`src/rtl/f2sdram_arb_pkg.sv`:
```
// Shared types for the two-requester f2sdram burst arbiter: FSM state and read tag.
package f2sdram_arb_pkg;

  // Width of the burstcount field carried in a read tag; the arbiter's
  // BURSTCOUNT_WIDTH defaults to this value and should be kept equal to it.
  localparam int TAG_BC_W = 8;

  typedef enum logic [1:0] {
    IDLE     = 2'd0,
    CMD      = 2'd1,
    WR_BURST = 2'd2
  } arb_state_e;

  typedef struct packed {
    logic                id;
    logic [TAG_BC_W-1:0] burstcount;
  } rd_tag_t;

endpackage

```
`src/rtl/f2sdram_rd_tag_fifo.sv`:
```
// Read tag FIFO: remembers which requester owns each outstanding read burst.
// The head entry is held in a register so the return path sees a clean output.
module f2sdram_rd_tag_fifo
  import f2sdram_arb_pkg::*;
#(
  parameter int DEPTH = 4
) (
  input  logic    clk_i,
  input  logic    reset_i,
  input  logic    push_i,
  input  rd_tag_t push_tag_i,
  input  logic    pop_i,
  output logic    full_o,
  output logic    empty_o,
  output rd_tag_t head_o
);

  localparam int PTR_W = (DEPTH > 1) ? $clog2(DEPTH) : 1;
  localparam logic [PTR_W:0]   CNT_FULL = (PTR_W+1)'(DEPTH);
  localparam logic [PTR_W:0]   CNT_ONE  = (PTR_W+1)'(1);
  localparam logic [PTR_W-1:0] PTR_ONE  = PTR_W'(1);

  rd_tag_t          mem_q [DEPTH];
  logic [PTR_W-1:0] wr_ptr_q, rd_ptr_q;
  logic [PTR_W:0]   count_q, count_d;
  rd_tag_t          head_q, head_d;
  logic             do_push, do_pop;

  assign full_o  = (count_q == CNT_FULL);
  assign empty_o = (count_q == '0);
  assign head_o  = head_q;

  // A push into a full FIFO is only taken when a pop frees a slot in the same cycle.
  assign do_pop  = pop_i && !empty_o;
  assign do_push = push_i && (!full_o || pop_i);

  // Next occupancy and next head entry.
  always_comb begin
    count_d = count_q;
    head_d  = head_q;
    case ({do_push, do_pop})
      2'b10:   count_d = count_q + CNT_ONE;
      2'b01:   count_d = count_q - CNT_ONE;
      default: count_d = count_q;
    endcase
    if (do_pop) begin
      if (count_q > CNT_ONE) begin
        head_d = mem_q[rd_ptr_q + PTR_ONE];
      end else if (do_push) begin
        head_d = push_tag_i;
      end
    end else if (empty_o && do_push) begin
      head_d = push_tag_i;
    end
  end

  // Tag storage; contents are meaningless until pointed at, so no reset.
  always_ff @(posedge clk_i) begin
    if (do_push) begin
      mem_q[wr_ptr_q] <= push_tag_i;
    end
  end

  // Pointers, occupancy and head register.
  always_ff @(posedge clk_i or posedge reset_i) begin
    if (reset_i) begin
      wr_ptr_q <= '0;
      rd_ptr_q <= '0;
      count_q  <= '0;
      head_q   <= '0;
    end else begin
      if (do_push) wr_ptr_q <= wr_ptr_q + PTR_ONE;
      if (do_pop)  rd_ptr_q <= rd_ptr_q + PTR_ONE;
      count_q <= count_d;
      head_q  <= head_d;
    end
  end

endmodule

```
`src/rtl/f2sdram_burst_arbiter.sv`:
```
// Two-requester round-robin Avalon-MM burst arbiter in front of an f2sdram port.
// Commands pass through combinationally once granted; read data is routed back
// using a tag FIFO of outstanding read bursts.
module f2sdram_burst_arbiter
  import f2sdram_arb_pkg::*;
#(
  parameter int DATA_WIDTH       = 64,
  parameter int BURSTCOUNT_WIDTH = TAG_BC_W,
  parameter int RD_TAG_DEPTH     = 4,
  localparam int BYTEENABLE_WIDTH = DATA_WIDTH/8,
  localparam int ADDRESS_WIDTH    = 32 - $clog2(BYTEENABLE_WIDTH)
) (
  input  logic                        clk,
  input  logic                        reset,
  // requester 0
  output logic                        waitrequest_0,
  input  logic [BURSTCOUNT_WIDTH-1:0] burstcount_0,
  input  logic [ADDRESS_WIDTH-1:0]    address_0,
  output logic [DATA_WIDTH-1:0]       readdata_0,
  output logic                        readdatavalid_0,
  input  logic                        read_0,
  input  logic [DATA_WIDTH-1:0]       writedata_0,
  input  logic [BYTEENABLE_WIDTH-1:0] byteenable_0,
  input  logic                        write_0,
  // requester 1
  output logic                        waitrequest_1,
  input  logic [BURSTCOUNT_WIDTH-1:0] burstcount_1,
  input  logic [ADDRESS_WIDTH-1:0]    address_1,
  output logic [DATA_WIDTH-1:0]       readdata_1,
  output logic                        readdatavalid_1,
  input  logic                        read_1,
  input  logic [DATA_WIDTH-1:0]       writedata_1,
  input  logic [BYTEENABLE_WIDTH-1:0] byteenable_1,
  input  logic                        write_1,
  // master toward f2sdram
  input  logic                        waitrequest_master,
  output logic [BURSTCOUNT_WIDTH-1:0] burstcount_master,
  output logic [ADDRESS_WIDTH-1:0]    address_master,
  input  logic [DATA_WIDTH-1:0]       readdata_master,
  input  logic                        readdatavalid_master,
  output logic                        read_master,
  output logic [DATA_WIDTH-1:0]       writedata_master,
  output logic [BYTEENABLE_WIDTH-1:0] byteenable_master,
  output logic                        write_master,
  output logic                        rd_unexpected
);

  localparam logic [BURSTCOUNT_WIDTH-1:0] BC_ONE = BURSTCOUNT_WIDTH'(1);

  arb_state_e                  state_q;
  logic                        grant_q, prio_q, rd_unexp_q;
  logic [BURSTCOUNT_WIDTH-1:0] beat_cnt_q, burst_len_q, rd_beat_q;

  logic                        g_read, g_write, elig0, elig1, pick, active;
  logic [BURSTCOUNT_WIDTH-1:0] g_bc, head_bc;
  logic [ADDRESS_WIDTH-1:0]    g_addr;
  logic [DATA_WIDTH-1:0]       g_wdata;
  logic [BYTEENABLE_WIDTH-1:0] g_be;
  logic                        fifo_full, fifo_empty, push, pop, rvld_ok;
  rd_tag_t                     push_tag, head_tag;

  // Granted requester's command signals.
  assign g_read  = grant_q ? read_1       : read_0;
  assign g_write = grant_q ? write_1      : write_0;
  assign g_bc    = grant_q ? burstcount_1 : burstcount_0;
  assign g_addr  = grant_q ? address_1    : address_0;
  assign g_wdata = grant_q ? writedata_1  : writedata_0;
  assign g_be    = grant_q ? byteenable_1 : byteenable_0;

  // Reads need a free tag slot; writes never do.
  assign elig0  = write_0 || (read_0 && !fifo_full);
  assign elig1  = write_1 || (read_1 && !fifo_full);
  assign pick   = (elig0 && elig1) ? prio_q : elig1;
  assign active = (state_q != IDLE);

  assign read_master       = active && g_read;
  assign write_master      = active && g_write;
  assign burstcount_master = active ? g_bc    : '0;
  assign address_master    = active ? g_addr  : '0;
  assign writedata_master  = active ? g_wdata : '0;
  assign byteenable_master = active ? g_be    : '0;
  assign waitrequest_0     = (active && !grant_q) ? waitrequest_master : 1'b1;
  assign waitrequest_1     = (active &&  grant_q) ? waitrequest_master : 1'b1;

  assign push              = (state_q == CMD) && g_read && !waitrequest_master;
  assign push_tag.id         = grant_q;
  assign push_tag.burstcount = TAG_BC_W'(g_bc);

  assign head_bc         = BURSTCOUNT_WIDTH'(head_tag.burstcount);
  assign rvld_ok         = readdatavalid_master && !fifo_empty;
  assign pop             = rvld_ok && (rd_beat_q == head_bc - BC_ONE);
  assign readdata_0      = readdata_master;
  assign readdata_1      = readdata_master;
  assign readdatavalid_0 = rvld_ok && !head_tag.id;
  assign readdatavalid_1 = rvld_ok &&  head_tag.id;
  assign rd_unexpected   = rd_unexp_q;

  f2sdram_rd_tag_fifo #(.DEPTH(RD_TAG_DEPTH)) u_fifo (
    .clk_i      (clk),
    .reset_i    (reset),
    .push_i     (push),
    .push_tag_i (push_tag),
    .pop_i      (pop),
    .full_o     (fifo_full),
    .empty_o    (fifo_empty),
    .head_o     (head_tag)
  );

  // Arbitration FSM: grant in IDLE, forward one command, hold grant for a write burst.
  always_ff @(posedge clk or posedge reset) begin
    if (reset) begin
      state_q     <= IDLE;
      grant_q     <= 1'b0;
      prio_q      <= 1'b0;
      beat_cnt_q  <= '0;
      burst_len_q <= '0;
    end else begin
      unique case (state_q)
        IDLE: begin
          if (elig0 || elig1) begin
            grant_q <= pick;
            state_q <= CMD;
          end
        end
        CMD: begin
          if (g_read && !waitrequest_master) begin
            state_q <= IDLE;
            prio_q  <= ~grant_q;
          end else if (g_write && !waitrequest_master) begin
            if (g_bc == BC_ONE) begin
              state_q <= IDLE;
              prio_q  <= ~grant_q;
            end else begin
              burst_len_q <= g_bc;
              beat_cnt_q  <= BC_ONE;
              state_q     <= WR_BURST;
            end
          end else if (!g_read && !g_write) begin
            state_q <= IDLE;
            prio_q  <= ~grant_q;
          end
        end
        WR_BURST: begin
          if (g_write && !waitrequest_master) begin
            beat_cnt_q <= beat_cnt_q + BC_ONE;
            if (beat_cnt_q == burst_len_q - BC_ONE) begin
              state_q <= IDLE;
              prio_q  <= ~grant_q;
            end
          end
        end
        default: state_q <= IDLE;
      endcase
    end
  end

  // Read return: count beats of the head burst and flag data with no owner.
  always_ff @(posedge clk or posedge reset) begin
    if (reset) begin
      rd_beat_q  <= '0;
      rd_unexp_q <= 1'b0;
    end else begin
      if (rvld_ok) begin
        rd_beat_q <= pop ? '0 : rd_beat_q + BC_ONE;
      end
      if (readdatavalid_master && fifo_empty) begin
        rd_unexp_q <= 1'b1;
      end
    end
  end

endmodule

```
`config.mk`:
```
export PLATFORM = sky130hd
export DESIGN_NAME = f2sdram_burst_arbiter
export DESIGN_NICKNAME = d
export VERILOG_FILES = /design/src/rtl/f2sdram_arb_pkg.sv /design/src/rtl/f2sdram_rd_tag_fifo.sv /design/src/rtl/f2sdram_burst_arbiter.sv
export SDC_FILE = /design/constraint.sdc
export NUM_CORES = 1
export LEC_CHECK = 0
export CORE_AREA = 3 3 205 207
export DETAILED_ROUTE_END_ITERATION = 8
export DIE_AREA = 0 0 208 210
export GPL_ROUTABILITY_DRIVEN = 0
export PLACE_DENSITY = 0.5
export RECOVER_POWER = 100
export SLEW_MARGIN = 20
export SYNTH_ARGS = -nofsm -noshare
export SYNTH_HDL_FRONTEND = slang
export SYNTH_SLANG_ARGS = --single-unit
export TNS_END_PERCENT = 10
```
`constraint.sdc`:
```
create_clock -name clk -period 3.5 [get_ports clk]
set_clock_uncertainty 0.15 [all_clocks]
set_input_delay 0.875 -clock clk [delete_from_list [all_inputs] [get_ports clk]]
set_output_delay 0.875 -clock clk [all_outputs]
set_load 0.005 [all_outputs]
```
==> metrics.txt <==
actual slew at the worst max-slew pin=1210 ps; power per cell area=714 nW/µm²; clock sink total=81; first-pass GRT wire length=46500 µm; DP HPWL=30000 µm; placed inst area=10400 µm²; DRC=0; unrepaired setup endpoints after global routing=false; number of synthesized flops with an enable pin=36; endpoint class of the critical path=output pin; critical path arrival=2380 ps; initial antenna violation count=5; outcome=completed; Ys Warns=0; Vias=6200; Iteration-0 DRC Markers=255; fin util=26.1%; syn_nets=1052; Worst R2R Path Depth=10; gr usage total=14.9%; top-count cell post-synth=nor2_1; #FFs+latches synth=81; final number of setup-violating endpoints=0; Synth area leaders=mux2i_1, dfrtp_1, edfxtp_1; Leak=4.43 nW; hold endpoint=rd_unexpected$_DFFE_PP0P_; Crit Path Category=in2out; worst r2r src=u_fifo.count_q[0]$_DFFE_PP0P_; Max Clk Rate=293 MHz; hold_sp=rd_unexpected$_DFFE_PP0P_; WHS Path Cells=1; Ports=534; final instance area=10600 µm²; Synth Cell Area=6930 µm²; Via density=4.07; layout cells sized above 1=8.68%; vias in the first global route=6263; Fin. Hold Viols=0; final wirelength=34400 µm; CTS root buf=clkbuf_16; Gate Count Post-Synth=747; port buffer count=341; register area=2210 µm²; pin count of the biggest net entering global routing=46; ys flop type=dfrtp_1; worst reg2reg setup slack=370 ps; GRT overflow=0; Synth top cells by count=nor2_1, buf_4, mux2i_1, dfrtp_1, edfxtp_1; Async SR Flop Fraction=55.6%; minimum clock period after layout=3410 ps; required time worst endpoint=2470 ps; CP Max Fanout=4; Detail Route Antenna Nets=0; Layout area overhead=52.9%; CTS H-tree lvls=3; Synth area leader=mux2i_1; placement row count=74; Slew Viols, Final=0; crit share post-route=97.4%; Worst setup SP type=input pin; Die W=208 µm; Max Cap Viol=0; drt wl/cell=22.6 µm; TritonCTS buffer count=9; Synth top area share=17.0%; CTS tree=yes; Die Y=210 µm; Max clock buf depth=2; Netlist cell types=60; clock slew at reported path FFs=60 ps; RR Endpoint=u_fifo.mem_q[3][4]$_DFFE_PP_; Post-CTS Setup Inserts=0; total power draw=7.56 mW; average cell area after synthesis=9.27 µm²; Layout Nets=1291; sequential fraction of the synthesis area=31.9%; core area=40600 µm²; VDD IR max=0.325 mV; Die Area=43700 µm²; Filler cells=4443; Hold Path Class=reg2reg; latest clock arrival within the worst-skew pair=340 ps; Initial DRT Pass Iterations=4; Initial Utilization=17.1%; Multi-input gate area=3520 µm²; worst relative slew slack=19.3%
## cell type report
class                           count  area share [%]
Inverter                           22           0.779
Multi-Input combinational cell    480            33.2
Timing Repair Buffer              392            36.0
Antenna cell                        1          0.0236
Tap cell                          532            6.28
Sequential cell                    81            20.9
Clock buffer                       11            2.29
Clock inverter                      5           0.590
## per-layer routing
| layer | GRT usage (%) | vias to the layer above | part of all wire, % |
|---|---|---|---|
| met1 | 14.7 | 2898 | 32 |
| met3 | 5.95 | 49 | 8.8 |
| met2 | 28.4 | 316 | 54 |
| li1 | - | 2933 | - |
| met4 | 5.14 | 4 | 4.8 |
| met5 | 0 | - | 0.041 |
## worst max-delay path by stage
stage	endpoint	slack, ps	start
floorplan	beat_cnt_q[3]$_DFFE_PP0P_	510	burstcount_0[7]
global placement	burstcount_master[1]	-90	burstcount_1[1]
detailed placement	state_q[1]$_DFFE_PP0P_	-60	burstcount_0[7]
CTS	writedata_master[27]	70	grant_q$_DFFE_PP0P_
global route	u_fifo.rd_ptr_q[1]$_DFFE_PP0N_	20	readdatavalid_master
finish	read_master	90	read_1
## metrics by stage
stage	std cells	setup TNS, ps	setup WS [ps]	hold WS, ps
final	1524	0	92.7	304
after global routing	1523	0	18.5	337
after detailed placement	1507	-228	-63.4	300
after global placement	1507	-299	-92.0	289
after CTS	1523	0	66.9	312
after floorplan	747	0	506	301
## state kept, by name, summed over array words and instances, names as in the netlist
name / flops
u_fifo.rd_ptr_q: 2
u_fifo.count_q: 3
rd_beat_q: 8
prio_q: 1
rd_unexpected: 1
burst_len_q: 8
grant_q: 1
u_fifo.mem_q: 36
u_fifo.wr_ptr_q: 2
beat_cnt_q: 8
u_fifo.head_o: 9
state_q: 2
## critical path, cell delays in order
cell and delay, ps:
dlygate4sd3_1 640, mux2i_1 140, nor2_1 170, clkdlybuf4s50_1 550
## cell families (layout without fill, tap and decap cells)
logic type	after synthesis	in the layout	share of synthesized area [%]
flip-flops	81	81	31.9
adder cells (fa/ha/maj)	15	15	2.71
other	0	1	0
AND/OR/NAND/NOR	234	234	15.3
buffers and inverters	186	430	17.2
XOR/XNOR	36	36	4.55
AO/OA/AOI/OAI	53	53	5.94
multiplexers	142	142	22.4
## power by group
part	internal, mW	switching, mW	total [mW]
Combinational	2.47	2.47	4.94
Clock	0.577	0.386	0.963
Sequential	1.29	0.371	1.66
## repair_timing
item,in CTS,in global routing
hold buffers,0,0
endpoints found under the setup margin,1,0
resized for setup,1,0
## cell usage in the layout, fill, tap and decap left out, types with 8 or more instances in the layout
master           netlist  final
nand2b_1               8      8
dfrtp_1               45     44
dlygate4sd3_1          0     83
buf_12                 0      9
mux2_2                15     11
nor3_1                13     13
buf_4                128     26
inv_1                 22     21
xnor2_1               23     23
ha_1                  15     14
clkdlybuf4s50_1        0    250
xor2_1                13     13
nor2_1               143    143
mux4_2                 9      9
nand3_1               11     11
mux2i_1              118    118
clkbuf_1              24     18
edfxtp_1              36     36
a21oi_1               14     14
nand2_1               23     23
clkbuf_16              0      9
Note: power is estimated with default switching activity, not from simulation.
